[src/rtl/axi_lite_master.sv]
// Single-outstanding AXI4-Lite initiator. A valid/ready command port is turned
// into AW/W/B or AR/R channel traffic. The result comes back on a valid/ready
// response port. A per-transaction cycle budget aborts transfers to a hung slave.
module axi_lite_master #(
  parameter int ADDR_WIDTH     = 32,
  parameter int DATA_WIDTH     = 32,
  parameter int STROBE_WIDTH   = DATA_WIDTH / 8,
  parameter int TIMEOUT_CYCLES = 1024
) (
  input  logic                    i_axi_clk,
  input  logic                    i_axi_rst,
  input  logic                    i_cmd_valid,
  output logic                    o_cmd_ready,
  input  logic                    i_cmd_rnw,
  input  logic [ADDR_WIDTH-1:0]   i_cmd_addr,
  input  logic [DATA_WIDTH-1:0]   i_cmd_wdata,
  input  logic [STROBE_WIDTH-1:0] i_cmd_wstrb,
  output logic                    o_rsp_valid,
  input  logic                    i_rsp_ready,
  output logic [DATA_WIDTH-1:0]   o_rsp_rdata,
  output logic [1:0]              o_rsp_resp,
  output logic                    o_rsp_timeout,
  output logic                    o_awvalid,
  input  logic                    i_awready,
  output logic [ADDR_WIDTH-1:0]   o_awaddr,
  output logic                    o_wvalid,
  input  logic                    i_wready,
  output logic [DATA_WIDTH-1:0]   o_wdata,
  output logic [STROBE_WIDTH-1:0] o_wstrb,
  input  logic                    i_bvalid,
  output logic                    o_bready,
  input  logic [1:0]              i_bresp,
  output logic                    o_arvalid,
  input  logic                    i_arready,
  output logic [ADDR_WIDTH-1:0]   o_araddr,
  input  logic                    i_rvalid,
  output logic                    o_rready,
  input  logic [1:0]              i_rresp,
  input  logic [DATA_WIDTH-1:0]   i_rdata
);

  typedef enum logic [2:0] {IDLE, WR_ADDR_DATA, WR_RESP, RD_ADDR, RD_DATA, RSP} state_t;

  typedef struct packed {
    logic [DATA_WIDTH-1:0] rdata;
    logic [1:0]            resp;
    logic                  timeout;
  } rsp_t;

  // Counter is wide enough to hold TIMEOUT_CYCLES itself; it saturates there.
  localparam int              CW       = $clog2(TIMEOUT_CYCLES + 2);
  localparam bit              TMO_EN   = (TIMEOUT_CYCLES != 0);
  localparam logic [CW-1:0]   TMO_MAX  = CW'(TIMEOUT_CYCLES);
  localparam logic [CW-1:0]   TMO_LAST = CW'((TIMEOUT_CYCLES > 0) ? TIMEOUT_CYCLES - 1 : 0);

  state_t                  state_q, state_d;
  logic                    cmd_ready_q, cmd_ready_d;
  logic                    awvalid_q, awvalid_d;
  logic                    wvalid_q, wvalid_d;
  logic                    bready_q, bready_d;
  logic                    arvalid_q, arvalid_d;
  logic                    rready_q, rready_d;
  logic                    rsp_valid_q, rsp_valid_d;
  logic [ADDR_WIDTH-1:0]   awaddr_q, awaddr_d;
  logic [ADDR_WIDTH-1:0]   araddr_q, araddr_d;
  logic [DATA_WIDTH-1:0]   wdata_q, wdata_d;
  logic [STROBE_WIDTH-1:0] wstrb_q, wstrb_d;
  rsp_t                    rsp_q, rsp_d;
  logic [CW-1:0]           cnt_q, cnt_d;

  logic aw_hs, w_hs, b_hs, ar_hs, r_hs, any_hs, axi_busy, expired;

  assign aw_hs    = awvalid_q & i_awready;
  assign w_hs     = wvalid_q & i_wready;
  assign b_hs     = bready_q & i_bvalid;
  assign ar_hs    = arvalid_q & i_arready;
  assign r_hs     = rready_q & i_rvalid;
  assign any_hs   = aw_hs | w_hs | b_hs | ar_hs | r_hs;
  assign axi_busy = (state_q == WR_ADDR_DATA) || (state_q == WR_RESP) ||
                    (state_q == RD_ADDR) || (state_q == RD_DATA);
  // A handshake landing on the last budgeted cycle takes priority over the abort.
  assign expired  = TMO_EN && axi_busy && (cnt_q >= TMO_LAST) && !any_hs;

  // State and every output register; reset clears everything, aborting any transfer.
  always_ff @(posedge i_axi_clk or negedge i_axi_rst) begin
    if (!i_axi_rst) begin
      state_q     <= IDLE;
      cmd_ready_q <= 1'b0;
      awvalid_q   <= 1'b0;
      wvalid_q    <= 1'b0;
      bready_q    <= 1'b0;
      arvalid_q   <= 1'b0;
      rready_q    <= 1'b0;
      rsp_valid_q <= 1'b0;
      awaddr_q    <= '0;
      araddr_q    <= '0;
      wdata_q     <= '0;
      wstrb_q     <= '0;
      rsp_q       <= '0;
      cnt_q       <= '0;
    end else begin
      state_q     <= state_d;
      cmd_ready_q <= cmd_ready_d;
      awvalid_q   <= awvalid_d;
      wvalid_q    <= wvalid_d;
      bready_q    <= bready_d;
      arvalid_q   <= arvalid_d;
      rready_q    <= rready_d;
      rsp_valid_q <= rsp_valid_d;
      awaddr_q    <= awaddr_d;
      araddr_q    <= araddr_d;
      wdata_q     <= wdata_d;
      wstrb_q     <= wstrb_d;
      rsp_q       <= rsp_d;
      cnt_q       <= cnt_d;
    end
  end

  // Next-state and next-output logic; every output is the registered copy of its _d.
  always_comb begin
    state_d     = state_q;
    cmd_ready_d = cmd_ready_q;
    awvalid_d   = awvalid_q;
    wvalid_d    = wvalid_q;
    bready_d    = bready_q;
    arvalid_d   = arvalid_q;
    rready_d    = rready_q;
    rsp_valid_d = rsp_valid_q;
    awaddr_d    = awaddr_q;
    araddr_d    = araddr_q;
    wdata_d     = wdata_q;
    wstrb_d     = wstrb_q;
    rsp_d       = rsp_q;
    cnt_d       = cnt_q;

    if (axi_busy && cnt_q != TMO_MAX) cnt_d = cnt_q + 1'b1;

    case (state_q)
      IDLE: begin
        cmd_ready_d = 1'b1;
        if (i_cmd_valid && cmd_ready_q) begin
          cmd_ready_d = 1'b0;
          cnt_d       = '0;
          if (i_cmd_rnw) begin
            arvalid_d = 1'b1;
            araddr_d  = i_cmd_addr;
            state_d   = RD_ADDR;
          end else begin
            awvalid_d = 1'b1;
            wvalid_d  = 1'b1;
            awaddr_d  = i_cmd_addr;
            wdata_d   = i_cmd_wdata;
            wstrb_d   = i_cmd_wstrb;
            state_d   = WR_ADDR_DATA;
          end
        end
      end
      WR_ADDR_DATA: begin
        // A channel whose valid is already low has completed earlier.
        if (aw_hs) awvalid_d = 1'b0;
        if (w_hs)  wvalid_d  = 1'b0;
        if ((!awvalid_q || aw_hs) && (!wvalid_q || w_hs)) begin
          bready_d = 1'b1;
          state_d  = WR_RESP;
        end
      end
      WR_RESP: begin
        if (b_hs) begin
          bready_d    = 1'b0;
          rsp_d       = '{rdata: '0, resp: i_bresp, timeout: 1'b0};
          rsp_valid_d = 1'b1;
          state_d     = RSP;
        end
      end
      RD_ADDR: begin
        if (ar_hs) begin
          arvalid_d = 1'b0;
          rready_d  = 1'b1;
          state_d   = RD_DATA;
        end
      end
      RD_DATA: begin
        if (r_hs) begin
          rready_d    = 1'b0;
          rsp_d       = '{rdata: i_rdata, resp: i_rresp, timeout: 1'b0};
          rsp_valid_d = 1'b1;
          state_d     = RSP;
        end
      end
      RSP: begin
        if (i_rsp_ready) begin
          rsp_valid_d = 1'b0;
          cmd_ready_d = 1'b1;
          awaddr_d    = '0;
          araddr_d    = '0;
          wdata_d     = '0;
          wstrb_d     = '0;
          rsp_d       = '0;
          state_d     = IDLE;
        end
      end
      default: state_d = IDLE;
    endcase

    // Recovery abort: drop every channel so a late slave beat is never accepted.
    if (expired) begin
      awvalid_d   = 1'b0;
      wvalid_d    = 1'b0;
      bready_d    = 1'b0;
      arvalid_d   = 1'b0;
      rready_d    = 1'b0;
      rsp_d       = '{rdata: '0, resp: 2'b10, timeout: 1'b1};
      rsp_valid_d = 1'b1;
      state_d     = RSP;
    end
  end

  assign o_cmd_ready   = cmd_ready_q;
  assign o_rsp_valid   = rsp_valid_q;
  assign o_rsp_rdata   = rsp_q.rdata;
  assign o_rsp_resp    = rsp_q.resp;
  assign o_rsp_timeout = rsp_q.timeout;
  assign o_awvalid     = awvalid_q;
  assign o_awaddr      = awaddr_q;
  assign o_wvalid      = wvalid_q;
  assign o_wdata       = wdata_q;
  assign o_wstrb       = wstrb_q;
  assign o_bready      = bready_q;
  assign o_arvalid     = arvalid_q;
  assign o_araddr      = araddr_q;
  assign o_rready      = rready_q;

endmodule

[config.mk]
export PLATFORM = sky130hd
export DESIGN_NAME = axi_lite_master
export DESIGN_NICKNAME = d
export VERILOG_FILES = /design/src/rtl/axi_lite_master.sv
export SDC_FILE = /design/constraint.sdc
export NUM_CORES = 1
export LEC_CHECK = 0
export ABC_AREA = 1
export CAP_MARGIN = 20
export CORE_ASPECT_RATIO = 1.5
export CORE_MARGIN = 2
export CORE_UTILIZATION = 25
export DETAILED_ROUTE_END_ITERATION = 8
export SLEW_MARGIN = 20
export SYNTH_ARGS = -nofsm -noshare
export SYNTH_HDL_FRONTEND = slang
export SYNTH_SLANG_ARGS = --single-unit
[constraint.sdc]
create_clock -name i_axi_clk -period 4.6 [get_ports i_axi_clk]
set_input_delay 0.46 -clock i_axi_clk [delete_from_list [all_inputs] [get_ports i_axi_clk]]
set_output_delay 0.46 -clock i_axi_clk [all_outputs]
set_load 0.1 [all_outputs]
==> results of run 1 <==
==> kinds of logic after synthesis <==
family / Yosys count / share of synthesized area (%)
flip-flops: 156 / 57.3
AND/OR/NAND/NOR: 470 / 27.8
AO/OA/AOI/OAI: 120 / 9.04
buffers and inverters: 76 / 4.74
adder cells (fa/ha/maj): 2 / 0.367
XOR/XNOR: 6 / 0.771
==> registers in the layout, summed over array words and instances, names as in the netlist, 2 cells and up <==
signal	cells
o_araddr	32
o_awaddr	32
o_rsp_rdata	32
o_wdata	32
cnt_q	11
o_wstrb	4
state_q	3
o_rsp_resp	2
==> stage by stage <==
stage	std cells	worst slack (ns)	hold WS (ns)
floorplan	830	2.39	0.164
global placement	1390	1.27	0.457
detailed placement	1390	1.22	0.463
CTS	1423	1.51	0.480
global route	1423	1.19	0.504
finish	1423	1.50	0.476
==> critical path: cells and delay by family (launching register included) <==
| family | cells | cell delay (ns) |
|---|---|---|
| adders and majority gates | 1 | 0.29 |
| DFF | 1 | 0.44 |
| and+or+nand+nor | 9 | 2.29 |
==> cell usage after synthesis (all sizes together) <==
cell,count
nor3b,1
nor3,6
o21ai,105
ha,2
nor2,63
a21oi,8
dfrtp,156
a211oi,4
xnor2,1
clkbuf,26
clkinv,1
inv,30
buf,19
xor2,5
o22ai,2
nand3,58
nand4,4
o211ai,1
nand2,338
==> layout make-up <==
cell class / instances / area (sq um) / share of cell area [%]
multi-input cells: 598 / 2590 / 25.3
flip-flops and latches: 156 / 3900 / 38.1
inverters: 31 / 116 / 1.13
well taps: 342 / 428 / 4.17
repair buffers: 264 / 2640 / 25.7
clock buffers: 22 / 464 / 4.52
clock inverters: 10 / 116 / 1.13
==> cells in the final DEF (no fill, tap or decap), types with 3 or more instances in the layout <==
master / instances
nand2_2: 4
nor2_2: 3
inv_1: 26
clkdlybuf4s50_1: 254
nand2_1: 333
clkbuf_1: 3
clkbuf_16: 17
nand4_1: 4
buf_4: 7
clkinvlp_4: 5
o21ai_0: 105
inv_2: 4
nand3_1: 56
a211oi_1: 4
xor2_1: 5
nor2_1: 59
dfrtp_1: 156
a21oi_1: 8
nor3_1: 6
==> per-layer routing <==
metal | global-route usage, % | share of wire (%)
met5 | 0 | 0.063
met3 | 5.07 | 7.5
met2 | 25.2 | 50
met4 | 6.10 | 2.4
met1 | 16.1 | 40
==> final timing paths <==
kind	from	endpoint
min in group asynchronous	i_axi_rst	o_rsp_rdata[11]$_DFFE_PN0P_
hold reg to reg	o_rsp_resp[1]$_DFFE_PN0P_	o_rsp_resp[1]$_DFFE_PN0P_
max in group asynchronous	i_axi_rst	o_araddr[19]$_DFFE_PN0P_
setup / recovery	cnt_q[0]$_DFF_PN0_	o_rsp_valid$_DFFE_PN0P_
hold / removal	o_rsp_resp[1]$_DFFE_PN0P_	o_rsp_resp[1]$_DFFE_PN0P_
setup reg to reg	cnt_q[0]$_DFF_PN0_	o_rsp_valid$_DFFE_PN0P_
==> impl_metrics.yaml, run 1 <==
synthesis:
  synth_area_leader_cell: "dfrtp_1"
  syn-num-nets: 946
  yosysWarnings: 0
  avgSynthCellArea_sq_um: 8.21
  ys_ff_latch: 156
  netlist.area_leader.share_pct: 57.3
  synth_area_leaders: "dfrtp_1, nand2_1, o21ai_0"
  ys_seq_area_share_pct: 57.3
  synthCells: 830
  post_synth_instance_area_sq_mm: 0.00681
  synth.distinct_cells: 27
routing:
  num_vias: 6251
  drt-initial-drc-count: 229
  dr.pass1.iters: 4
  ant_nets: 0
  drt-vias-per-instance: 4.39
  wire_per_inst_um: 14.4
  wl_mm: 20.6
  drc: 0
clock_tree:
  cts_hold_buf: 1
  cts_buffers: 17
  post_cts_buffers: 0
  clock_latency_ns: 0.44
  cts_tree: "built"
  clkTransAtPathRegs_ns: 0.06
  clock_sinks: 156
  cts_root_buf: "clkbuf_16"
  cts_buffer_depth: 2
  h-tree-depth: 4
  post_cts_resized: 0
die:
  die-width_um: 139
  coreArea_sq_mm: 0.0270
  die_h_um: 206
  io_pins: 256
  fp-row-count: 74
  dieArea_sq_mm: 0.0286
  start_util_pct: 25.2
setup_path:
  critPathMaxStageDelay_ns: 0.86
  endpoint_kind: "flip-flop"
  rrSetupSlack_ns: 1.50
  cp-start-kind: "flip-flop"
  crit_arrival_ns: 3.47
  crit_path_max_fanout: 36
  cp_cell_sequence: "ha_1 -> nand2_1 -> nand2_1 -> nand3_1 -> nand2_1 -> nand2_2 -> nand3_2 -> nand3_2 -> nand2_1 -> nand2_1"
  slowest_stage: "nand3_2"
  criticalPathCategory: "flip-flop to flip-flop"
  required_ns: 4.98
  cp_common_cell: "nand2_1"
  r2r_cells: 10
final_layout:
  utilization_pct: 37.9
  syn_to_final_growth_pct: 50.6
  finalNetCount: 1184
  drive_gt1_share_pct: 4.90
  design_area_sq_mm: 0.0103
  antennaDiodeCount: 0
  fillCellCount: 2805
timing:
  relSlewSlack_pct: 30.0
  hold_viol: 0
  rsz0062_at_grt: "no"
  setup_violations: 0
  timing.final.crit_period_ns: 3.10
  fmax_mhz: 323
  fin_worst_skew_ns: 0.0113
  fin_tns_setup_ns: 0
  slew_viol_final: 0
  tightest_slew_ns: 1.05
  post-route-period-util_pct: 67.3
place:
  placed_area_sq_mm: 0.00967
  io_buffers: 255
  dp_hpwl_mm: 14.5
  gp_congestion: 0.797
global_route:
  grt_pass1_vias: 6229
  grt_usage_pct: 14.5
  grt_pass1_wl_mm: 32.8
  grt_overflow: 0
  grt_max_degree: 99
  antenna_found_initial: 1
min_path:
  hold_path.class: "flip-flop to flip-flop"
  whs_path_depth: 2
run_status:
  outcome: "completed"
run:
  drv_cap: 0
Power of run 1 is not shown: default switching activity piles up to over one toggle a cycle in this logic, so the estimate is an artifact.
==> inputs of run 2 (changes only) <==
==> constraint.sdc (replaced) <==
create_clock -name i_axi_clk -period 3 [get_ports i_axi_clk]
set_input_delay 0.3 -clock i_axi_clk [delete_from_list [all_inputs] [get_ports i_axi_clk]]
set_output_delay 0.3 -clock i_axi_clk [all_outputs]
set_load 0.1 [all_outputs]
==> impl_metrics.yaml, run 2 (same netlist as run 1, synthesis figures left out) <==
run_status:
  outcome: "completed"
clock_tree:
  clkTransAtPathRegs_ns: 0.06
  cts_root_buf: "clkbuf_16"
  h-tree-depth: 4
  post_cts_resized: 0
  clock_sinks: 156
  cts_buffers: 17
  cts_tree: "built"
  clock_latency_ns: 0.43
  cts_buffer_depth: 2
routing:
  drt-vias-per-instance: 4.35
  dr.pass1.iters: 4
  num_vias: 6220
  drc: 0
  ant_nets: 0
  wire_per_inst_um: 14.4
  wl_mm: 20.6
  drt-initial-drc-count: 219
final_layout:
  final_common_cell: "nand2_1"
  finalNetCount: 1190
  utilization_pct: 37.3
  fillCellCount: 2822
  multi_input_area_sq_mm: 0.00259
  ff_latch_area_sq_mm: 0.00390
  drive_gt1_share_pct: 15.7
  antennaDiodeCount: 0
  final_cells: 1429
  syn_to_final_growth_pct: 48.0
  layout_common_cells: "nand2_1, dfrtp_1, clkdlybuf4s50_1, buf_4, o21ai_0"
global_route:
  antenna_found_initial: 0
  grt_usage_pct: 14.5
  gr-usage-met2_pct: 25.5
  grt_pass1_vias: 6401
  gr-usage-met3_pct: 4.24
  grt_max_degree: 77
  grt_use_met1_pct: 17.0
  grt-busiest-layer: "met2"
  grt_overflow: 0
  grt_pass1_wl_mm: 33.4
timing:
  finalWorstSetupSlack_ns: 0.697
  hold_viol: 0
  tightest_slew_ns: 0.979
  rsz0062_at_grt: "no"
  post-route-period-util_pct: 76.8
  fin_tns_setup_ns: 0
  timing.final.crit_period_ns: 2.30
  fmax_mhz: 434
  slew_viol_final: 0
  setup_violations: 0
  relSlewSlack_pct: 34.5
  fin_worst_skew_ns: 0.0110
die:
  dieArea_sq_mm: 0.0286
  fp-row-count: 74
  coreArea_sq_mm: 0.0270
  start_util_pct: 25.2
  die_h_um: 206
  die-width_um: 139
  io_pins: 256
setup_path:
  critPathMaxStageDelay_ns: 0.46
  criticalPathCategory: "flip-flop to flip-flop"
  rrSetupSlack_ns: 0.70
  slowest_stage: "dfrtp_1"
  crit_family: "simple AND/OR/NAND/NOR gates"
  cp-start-kind: "flip-flop"
  crit_arrival_ns: 2.66
  endpoint_kind: "flip-flop"
  critPathBufInv: 1
  required_ns: 3.36
  cp_common_cell: "nand2_1"
  crit_path_max_fanout: 33
  cp_cell_sequence: "ha_1 -> nand2_1 -> nand2_1 -> nand3_1 -> nand2_1 -> nand2_2 -> nand2_2 -> nand2_2 -> nor2_2 -> buf_12 -> nand3_1 -> nand2_1"
min_path:
  hold_path.class: "input port to asynchronous set/reset pin"
place:
  dp_hpwl_mm: 14.6
  place_inst: 1396
  place_ws_ns: 0.640
  io_buffers: 255
  gp_congestion: 0.813
run:
  drv_cap: 0
==> run 2: changes by cell type in the layout (fill, tap and decap cells not counted) <==
cell,before,now
buf_12,1,4
buf_4,7,122
bufinv_16,2,3
clkdlybuf4s50_1,254,142
clkinv_4,1,0
clkinvlp_4,5,4
inv_6,0,1
==> run 2: layer usage <==
layer | part of all wire [%] | wire length, um | vias up
li1 | - | - | 3137
met1 | 41 | 8540 | 2856
met2 | 51 | 10400 | 204
met3 | 6.2 | 1270 | 23
met4 | 1.8 | 374 | 0
met5 | 0 | 0 | -
==> run 2: repair_timing <==
item	4_1_cts	5_1_grt
endpoints found under the setup margin	0	0
hold buffers	1	0
buffers inserted	0	0
hold endpoints to repair	35	0
==> run 2: final timing paths <==
check                                       startpoint                           to  cells after the start
setup / recovery                    cnt_q[0]$_DFF_PN0_   o_rsp_rdata[2]$_DFFE_PN0P_                     12
hold / removal                               i_axi_rst  o_rsp_rdata[12]$_DFFE_PN0P_                      2
setup reg to reg                    cnt_q[0]$_DFF_PN0_   o_rsp_rdata[2]$_DFFE_PN0P_                     12
hold reg to reg            o_rsp_rdata[15]$_DFFE_PN0P_  o_rsp_rdata[15]$_DFFE_PN0P_                      2
max in group asynchronous                    i_axi_rst     o_araddr[17]$_DFFE_PN0P_                      3
min in group i_axi_clk                 i_cmd_wdata[16]      o_wdata[16]$_DFFE_PN0P_                      3
==> run 2: per-stage QoR <==
step / hold slack [ns] / instance area, sq um
5_1_grt: 0.383 / 10100
3_5_place_dp: 0.243 / 9470
2_1_floorplan: 0.00441 / 6810
4_1_cts: 0.349 / 10100
3_3_place_gp: 0.241 / 9470
6_report: 0.359 / 10100
==> run 2: area by class of cell <==
cell class,count,area share (%)
Sequential cell,156,38.7
Clock buffer,22,4.60
Multi-Input combinational cell,598,25.7
Inverter,31,1.15
Timing Repair Buffer,270,24.2
Clock inverter,10,1.38
Tap cell,342,4.24
Power of run 2 is left out for the same reason.
==> inputs of run 3 (changes only) <==
==> constraint.sdc (replaced) <==
create_clock -name i_axi_clk -period 2.33 [get_ports i_axi_clk]
set_input_delay 0.233 -clock i_axi_clk [delete_from_list [all_inputs] [get_ports i_axi_clk]]
set_output_delay 0.233 -clock i_axi_clk [all_outputs]
set_load 0.1 [all_outputs]
==> impl_metrics.yaml, run 3 (same netlist as run 1, synthesis figures left out) <==
run_status:
  outcome: "completed"
timing:
  fin_worst_skew_ns: 0.0139
  relSlewSlack_pct: 58.2
  holdWs_ns: 0.369
  hold_viol: 0
  rsz0062_at_grt: "no"
  slew_viol_final: 0
  tightest_slew_ns: 0.627
  timing.final.crit_period_ns: 2.03
  fin_tns_setup_ns: 0
  fmax_mhz: 493
  post-route-period-util_pct: 87.1
  setup_violations: 0
clock_tree:
  cts_buffers: 17
  cts_tree: "built"
  clock_sinks: 156
  cts_buffer_depth: 2
  h-tree-depth: 4
  post_cts_buffers: 0
  post_cts_resized: 0
  clock_latency_ns: 0.43
  clkTransAtPathRegs_ns: 0.06
  cts_hold_buf: 1
  cts_root_buf: "clkbuf_16"
routing:
  wl_mm: 20.6
  ant_nets: 0
  dr.pass1.iters: 5
  num_vias: 6259
  drt-vias-per-instance: 4.37
  drc: 0
  drt-initial-drc-count: 324
  wire_per_inst_um: 14.4
setup_path:
  cp_cell_sequence: "inv_2 -> nand2_2 -> nor2_4 -> buf_4 -> inv_1 -> nor2_1 -> nor2_2 -> buf_12 -> nand3_1 -> nand2_1"
  critPathMaxStageDelay_ns: 0.45
  required_ns: 2.65
  criticalPathCategory: "flip-flop to flip-flop"
  slowest_stage: "dfrtp_1"
  r2r_cells: 10
  crit_arrival_ns: 2.35
  endpoint_kind: "flip-flop"
  cp-start-kind: "flip-flop"
  crit_path_max_fanout: 36
place:
  dp_hpwl_mm: 14.6
  gp_congestion: 0.825
  place_inst: 1401
  io_buffers: 255
global_route:
  grt_pass1_vias: 6449
  grt_overflow: 0
  grt_pass1_wl_mm: 33.5
  grt-busiest-layer: "met2"
  grt_max_degree: 137
  grt_usage_pct: 14.6
  gr-usage-met2_pct: 25.8
  antenna_found_initial: 0
  gr-usage-met3_pct: 4.52
  grt_use_met1_pct: 16.6
final_layout:
  final_cells: 1433
  syn_to_final_growth_pct: 47.6
  final_common_cell: "nand2_1"
  utilization_pct: 37.2
  antennaDiodeCount: 0
  layout_common_cells: "nand2_1, dfrtp_1, buf_4, clkdlybuf4s50_1, o21ai_0"
  drive_gt1_share_pct: 19.0
  finalNetCount: 1195
min_path:
  hold_path.class: "input port to asynchronous set/reset pin"
die:
  io_pins: 256
  start_util_pct: 25.2
  fp-row-count: 74
  die-width_um: 139
  coreArea_sq_mm: 0.0270
  die_h_um: 206
  dieArea_sq_mm: 0.0286
run:
  drv_cap: 0
==> run 3: cell types whose count changed in the layout (fill, tap and decap cells not counted) <==
cell             before  now
buf_12                4    6
buf_4               122  155
clkbuf_1              3    1
clkbuf_8              2    1
clkdlybuf4s50_1     142  112
clkinv_2              2    5
clkinv_4              0    2
clkinvlp_4            4    2
inv_6                 1    0
==> run 3: worst paths after layout <==
path,start,end,slack (ns)
min reg2reg,o_rsp_rdata[4]$_DFFE_PN0P_,o_rsp_rdata[4]$_DFFE_PN0P_,0.47
max,state_q[1]$_DFFE_PN0P_,o_rsp_rdata[0]$_DFFE_PN0P_,0.30
max reg2reg,state_q[1]$_DFFE_PN0P_,o_rsp_rdata[0]$_DFFE_PN0P_,0.30
min in group i_axi_clk,i_cmd_wdata[31],o_wdata[31]$_DFFE_PN0P_,0.37
min,i_axi_rst,o_rsp_rdata[11]$_DFFE_PN0P_,0.37
max in group asynchronous,i_axi_rst,state_q[2]$_DFFE_PN0P_,1.25
==> run 3: area by class of cell <==
class	instances	area, sq um
clock inverters	12	148
well taps	342	428
fillers	2816	17000
repair buffers	275	2430
clock buffers	19	443
inverters	31	116
flip-flops and latches	156	3900
multi-input cells	598	2590
==> run 3: stage by stage <==
stage	cell area [sq um]	setup WS, ns
final	10100	0.300
after global routing	10100	0.0489
after CTS	10100	0.269
after detailed placement	9460	0.195
after global placement	9460	0.229
after floorplan	6810	0.121
==> run 3: routing by layer <==
metal	vias up	part of all wire, %
li1	3135	-
met1	2892	40
met2	207	51
met3	25	6.3
met4	0	2.3
met5	-	0
==> run 3: worst max-delay path, delay by kind of cell, from the launching register on <==
family                 cells  cell delay (ns)
buffers and inverters      4             0.79
and+or+nand+nor            6             0.67
DFF                        1             0.45
Power of run 3 is left out for the same reason.
